<file path="config.mk">
export PLATFORM = sky130hd
export DESIGN_NAME = mmio_timer_bank
export DESIGN_NICKNAME = d
export VERILOG_FILES = /design/src/rtl/mmio_timer_pkg.sv /design/src/rtl/timer_channel.sv /design/src/rtl/mmio_timer_bank.sv
export SDC_FILE = /design/constraint.sdc
export NUM_CORES = 1
export LEC_CHECK = 0
export CAP_MARGIN = 20
export CORE_MARGIN = 3
export CORE_UTILIZATION = 53
export CTS_BUF_LIST = sky130_fd_sc_hd__clkbuf_16
export CTS_CLUSTER_DIAMETER = 40
export DETAILED_ROUTE_END_ITERATION = 8
export PLACE_DENSITY_LB_ADDON = 0.2
export SYNTH_ARGS = -nofsm -noshare
export SYNTH_HDL_FRONTEND = slang
export SYNTH_HIERARCHICAL = 1
export SYNTH_SLANG_ARGS = --single-unit
</file>
<file path="constraint.sdc">
create_clock -name clk -period 2.85 [get_ports clk]
set_input_delay 0.57 -clock clk [delete_from_list [all_inputs] [get_ports clk]]
set_output_delay 0.57 -clock clk [all_outputs]
set_load 0.01 [all_outputs]
</file>
<file path="src/rtl/mmio_timer_pkg.sv">
// Shared constants for the memory-mapped timer bank:
// register offsets and TCON bit positions.
package mmio_timer_pkg;

    localparam logic [3:0] OFF_TH   = 4'h0;
    localparam logic [3:0] OFF_TL   = 4'h4;
    localparam logic [3:0] OFF_TCON = 4'h8;
    localparam logic [3:0] OFF_PRE  = 4'hC;
    localparam logic [7:0] OFF_STAT = 8'hF0;

    localparam int TCON_EN      = 0;
    localparam int TCON_IRQ     = 1;
    localparam int TCON_ONESHOT = 2;

endpackage

</file>
<file path="src/rtl/timer_channel.sv">
// One auto-reload timer channel: reload, count, control and
// prescaler registers, producing a one-cycle overflow pulse.
module timer_channel
    import mmio_timer_pkg::*;
#(
    parameter int WIDTH = 32,
    parameter int PRE_W = 8
) (
    input  logic             clk,
    input  logic             reset,
    input  logic             wr_th,
    input  logic             wr_tl,
    input  logic             wr_tcon,
    input  logic             wr_pre,
    input  logic [WIDTH-1:0] wdata_cnt,
    input  logic [PRE_W-1:0] wdata_pre,
    input  logic [2:0]       wdata_tcon,
    output logic [WIDTH-1:0] th,
    output logic [WIDTH-1:0] tl,
    output logic [2:0]       tcon,
    output logic [PRE_W-1:0] pre,
    output logic             ovf
);

    logic [PRE_W-1:0] precnt;
    logic             tick;

    assign tick = tcon[TCON_EN] && (precnt == pre);
    assign ovf  = tick && (tl == {WIDTH{1'b1}});

    always_ff @(posedge clk or posedge reset) begin
        if (reset) begin
            th     <= '0;
            tl     <= '0;
            tcon   <= '0;
            pre    <= '0;
            precnt <= '0;
        end else begin
            if (wr_pre || wr_tcon || !tcon[TCON_EN] || tick)
                precnt <= '0;
            else
                precnt <= precnt + 1'b1;

            if (wr_th)
                th <= wdata_cnt;

            // Bus write beats the tick; a new TH only lands on reload
            if (wr_tl)
                tl <= wdata_cnt;
            else if (ovf)
                tl <= th;
            else if (tick)
                tl <= tl + 1'b1;

            if (wr_tcon)
                tcon <= wdata_tcon;
            else if (ovf && tcon[TCON_ONESHOT])
                tcon[TCON_EN] <= 1'b0;

            if (wr_pre)
                pre <= wdata_pre;
        end
    end

endmodule

</file>
<file path="src/rtl/mmio_timer_bank.sv">
// Bank of auto-reload timers on the CPU peripheral bus with a
// W1C pending register and a single level interrupt.
module mmio_timer_bank
    import mmio_timer_pkg::*;
#(
    parameter int          N_TIMERS  = 2,
    parameter int          WIDTH     = 32,
    parameter int          PRE_W     = 8,
    parameter logic [31:0] BASE_ADDR = 32'h4000_0000
) (
    input  logic        clk,
    input  logic        reset,
    input  logic        rd,
    input  logic        wr,
    input  logic [31:0] addr,
    input  logic [31:0] wdata,
    output logic [31:0] rdata,
    output logic        irqout
);

    logic             hit;
    logic             stat_sel;
    logic [3:0]       ch;
    logic [3:0]       off;
    logic [WIDTH-1:0] th   [N_TIMERS];
    logic [WIDTH-1:0] tl   [N_TIMERS];
    logic [2:0]       tcon [N_TIMERS];
    logic [PRE_W-1:0] pre  [N_TIMERS];
    logic [N_TIMERS-1:0] ovf;
    logic [N_TIMERS-1:0] irq_en;
    logic [N_TIMERS-1:0] wsel;
    logic [N_TIMERS-1:0] stat;
    logic [N_TIMERS-1:0] stat_clr;

    assign hit      = (addr[31:8] == BASE_ADDR[31:8])
                   && (addr[1:0] == 2'b00);
    assign stat_sel = hit && (addr[7:0] == OFF_STAT);
    assign ch       = addr[7:4];
    assign off      = {addr[3:2], 2'b00};

    for (genvar g = 0; g < N_TIMERS; g++) begin : g_ch
        assign wsel[g]   = wr && hit && (ch == 4'(g));
        assign irq_en[g] = tcon[g][TCON_IRQ];

        timer_channel #(
            .WIDTH (WIDTH),
            .PRE_W (PRE_W)
        ) u_ch (
            .clk        (clk),
            .reset      (reset),
            .wr_th      (wsel[g] && off == OFF_TH),
            .wr_tl      (wsel[g] && off == OFF_TL),
            .wr_tcon    (wsel[g] && off == OFF_TCON),
            .wr_pre     (wsel[g] && off == OFF_PRE),
            .wdata_cnt  (wdata[WIDTH-1:0]),
            .wdata_pre  (wdata[PRE_W-1:0]),
            .wdata_tcon (wdata[2:0]),
            .th         (th[g]),
            .tl         (tl[g]),
            .tcon       (tcon[g]),
            .pre        (pre[g]),
            .ovf        (ovf[g])
        );
    end

    assign stat_clr = (wr && stat_sel) ? wdata[N_TIMERS-1:0] : '0;

    // Overflow set takes priority over a same-cycle clear
    always_ff @(posedge clk or posedge reset) begin
        if (reset)
            stat <= '0;
        else
            stat <= (stat & ~stat_clr) | ovf;
    end

    assign irqout = |(stat & irq_en);

    always_comb begin
        rdata = '0;
        if (rd && hit) begin
            if (stat_sel) begin
                rdata[N_TIMERS-1:0] = stat;
            end else begin
                for (int i = 0; i < N_TIMERS; i++) begin
                    if (ch == 4'(i)) begin
                        case (off)
                            OFF_TH:   rdata[WIDTH-1:0] = th[i];
                            OFF_TL:   rdata[WIDTH-1:0] = tl[i];
                            OFF_TCON: rdata[2:0]       = tcon[i];
                            OFF_PRE:  rdata[PRE_W-1:0] = pre[i];
                            default:  rdata = '0;
                        endcase
                    end
                end
            end
        end
    end

endmodule

</file>
==> reports/summary.txt <==
Status: finished clean
Vias per cell: 6.52
Clock-pin slew on the worst setup and hold paths: 70 ps
CP peak stage delay: 410 ps
Top Ports: 101
Initial Util: 55.0%
Syn_nets: 1189
Worst clock skew: 8.81 ps
Fin. Hold Viols: 0
CP top delay family: simple AND/OR/NAND/NOR gates
Area share of the largest cell type after synthesis: 38.4%
Clock sinks: 168
Post-Synthesis Cells: 1117
CP endpoint kind: primary output
Vias: 9983
Antenna Nets Post-Route: 0
Site row count: 51
WP buf/inv: 3
Chip width: 150 um
Power Total: 0.00499 W
Vias in the first global route: 9546
Average wire per standard cell: 22.5 um
Most common cell after layout, fill and taps aside: dfrtp_1
Kind of critical path: input port to primary output
Slew @ Worst Pin: 797 ps
Die H: 150 um
Hold Slack: 412 ps
Sequential area share after synthesis: 38.4%
Most area-consuming cells after synthesis: dfrtp_1, mux2_2, mux2i_1, nand2_1, xnor2_1
Met1 Use GR: 43.5%
Worst rel slew slack: 46.7%
F_max: 0.354 GHz
Clock root buffer: clkbuf_16
Post-Layout Inst Area: 13400 sq um
Arrival @ worst endpoint: 2250 ps
Syn Area/Cell: 9.81 sq um
N_diodes: 0
First-pass GRT wire length: 54.5 mm
CTS tree: yes
DIE AREA: 22400 sq um
Worst Path Max Fanout: 19
GR peak layer: met2
Core area: 19900 sq um
Layout cells sized above 1: 25.4%
Longest Clk Path Bufs: 2
Number of H-tree levels: 4
Worst ir drop on vdd: 0.000333 V
Yosys cell types: 76
Post-Route WL: 34.5 mm
Largest family of logic cells by synthesized area: simple AND/OR/NAND/NOR gates
RSZ-0062 raised after global routing: true
Pins Over Slew Limit: 0
Initial antenna violation count: 0
Detail Placement HPWL: 24.7 mm
Top_reg_cell synth: dfrtp_1
Met2 Use GR: 48.7%
Number of DRC markers in iteration 0: 1055
Gr usage total: 31.2%
Port bufs: 100
Number of CTS-inserted buffers: 17
LEAKAGE: 5.81 nW
Multiplexer share of the synthesized area: 15.2%
GP Congestion: 0.954
Post-synth EDFFs: 0
Max cap viols: 0
Tcrit/Tclk final: 99.1%
FF+latch count, synth: 168
DRC viols: 0
Final setup violation count: 0
Synthesized-area fraction occupied by adder cells: 0.457%
Area Growth Syn to Fin: 22.0%
Post-synthesis compound-gate area fraction: 16.3%
Critical-path top delay cell: clkdlybuf4s50_1
Min Tclk post-route: 2820 ps
Area after DPL: 12800 sq um
P per Cell Area: 373 nW/um^2
Ys async rst share: 100%
Simple-Gate Fraction of Synth Area: 21.2%
Worst path cell trace: clkdlybuf4s50_1, nor4b_2, and3_4, nand3_4, buf_8, nor3_4, buf_2
DRT Pass-1 Iters: 6
Cell Area, Synth: 11000 sq um
Kind of path behind the tightest hold check: input port to async pin
Met3 GRT Util: 5.66%
GRT overflow: 0
Yosys warnings: 6
Area share of xor/xnor cells in the synthesized design: 3.98%
Commonest non-fill, non-tap cells in the layout: dfrtp_1, nand2_1, mux2_2
Worst Setup Start Kind: input port
Largest net degree at the start of global routing: 84
Leading area contributor after synthesis: dfrtp_1
Finished Core Util: 67.1%
Worst Path Required: 2280 ps
Clk_lat worst skew: 430 ps
Nets: 1327
layout make-up:
class / count / area, sq um
tap: 265 / 332
clock buffer: 17 / 425
sequential: 168 / 4200
multi-input combinational: 849 / 6410
fill: 1648 / 6540
inverter: 21 / 81.3
clock inverter: 14 / 128
timing repair buffer: 198 / 1790
path summary, 6_finish.rpt:
check | from | to | slack [ps] | cells past startpoint
max | addr[29] | rdata[28] | 30 | 7
min | reset | stat[0] | 410 | 2
max reg2reg | g_ch[1].u_ch/tl[27] | g_ch[1].u_ch/tl[17] | 310 | 6
min reg2reg | g_ch[1].u_ch/th[2] | g_ch[1].u_ch/th[2] | 530 | 1
max in group asynchronous | reset | g_ch[1].u_ch/tl[29] | 1810 | 3
min in group clk | g_ch[1].u_ch/th[2] | g_ch[1].u_ch/th[2] | 530 | 1
per-stage QoR:
stage	setup TNS (ps)	cells	setup slack, ps
4_1_cts	-12.6	1529	-5.26
3_5_place_dp	-29440	1489	-447
5_1_grt	-254	1532	-43.0
3_3_place_gp	-25400	1489	-433
6_report	0	1532	25.5
2_1_floorplan	0	1117	143
power breakdown:
part	total (W)	switching [W]	internal (W)
registers	0.00238	0.000000742	0.00238
logic	0.000380	0.000218	0.000163
clock network	0.00222	0.00102	0.00120
total	0.00499	0.00124	0.00375
cells in the mapped netlist, types with 7 or more instances:
| cell | instances |
|---|---|
| nor4_1 | 16 |
| a21o_1 | 9 |
| xor2_1 | 16 |
| a2bb2oi_1 | 12 |
| nand3_1 | 43 |
| o211ai_1 | 7 |
| mux2i_1 | 70 |
| o31ai_2 | 8 |
| o31ai_1 | 18 |
| xnor2_1 | 32 |
| clkbuf_1 | 45 |
| o21ai_0 | 47 |
| mux2_2 | 82 |
| nand2_1 | 84 |
| a31oi_1 | 21 |
| a21oi_1 | 30 |
| buf_4 | 12 |
| nor2_1 | 70 |
| and4_1 | 12 |
| dfrtp_1 | 168 |
| o22a_1 | 26 |
| inv_1 | 21 |
| nand4_1 | 29 |
| buf_2 | 14 |
| nor3_1 | 34 |
| a221o_1 | 7 |
| and2_1 | 20 |
| nor3_2 | 23 |
| and3_1 | 18 |
worst register-to-register path: cells and delay by family (launching register included):
family                 cells  cell delay, ps
DFF                        1             500
and+or+nand+nor            4            1450
AOI/OAI and AO/OA          1             230
buffers and inverters      1             260
state kept, by name, indices dropped and copies added (netlist names):
name / count
g_ch.u_ch/tl: 64
g_ch.u_ch/pre: 16
g_ch.u_ch/tcon: 6
stat: 2
g_ch.u_ch/th: 64
g_ch.u_ch/precnt: 16
cells by family (layout without fill, tap and decap cells):
logic type	after synthesis	in the layout
simple gates	397	397
compound gates	245	245
flops	168	168
mux	154	154
buf+inv	100	250
xor+xnor	49	49
fa+ha+maj	4	4
routing by layer:
metal	routed length, um	vias to the layer above
met5	0	-
met4	1410	0
met3	2690	82
met2	16000	519
met1	14400	4879
li1	-	4503
timing repair:
action	4_1_cts	5_1_grt
hold buffers	0	0
buffers inserted	9	4
setup endpoints to repair	32	28
gates resized for setup	158	18
pin swaps	12	6
hold endpoints to repair	0	0
Note: power is estimated with default switching activity, not from simulation.
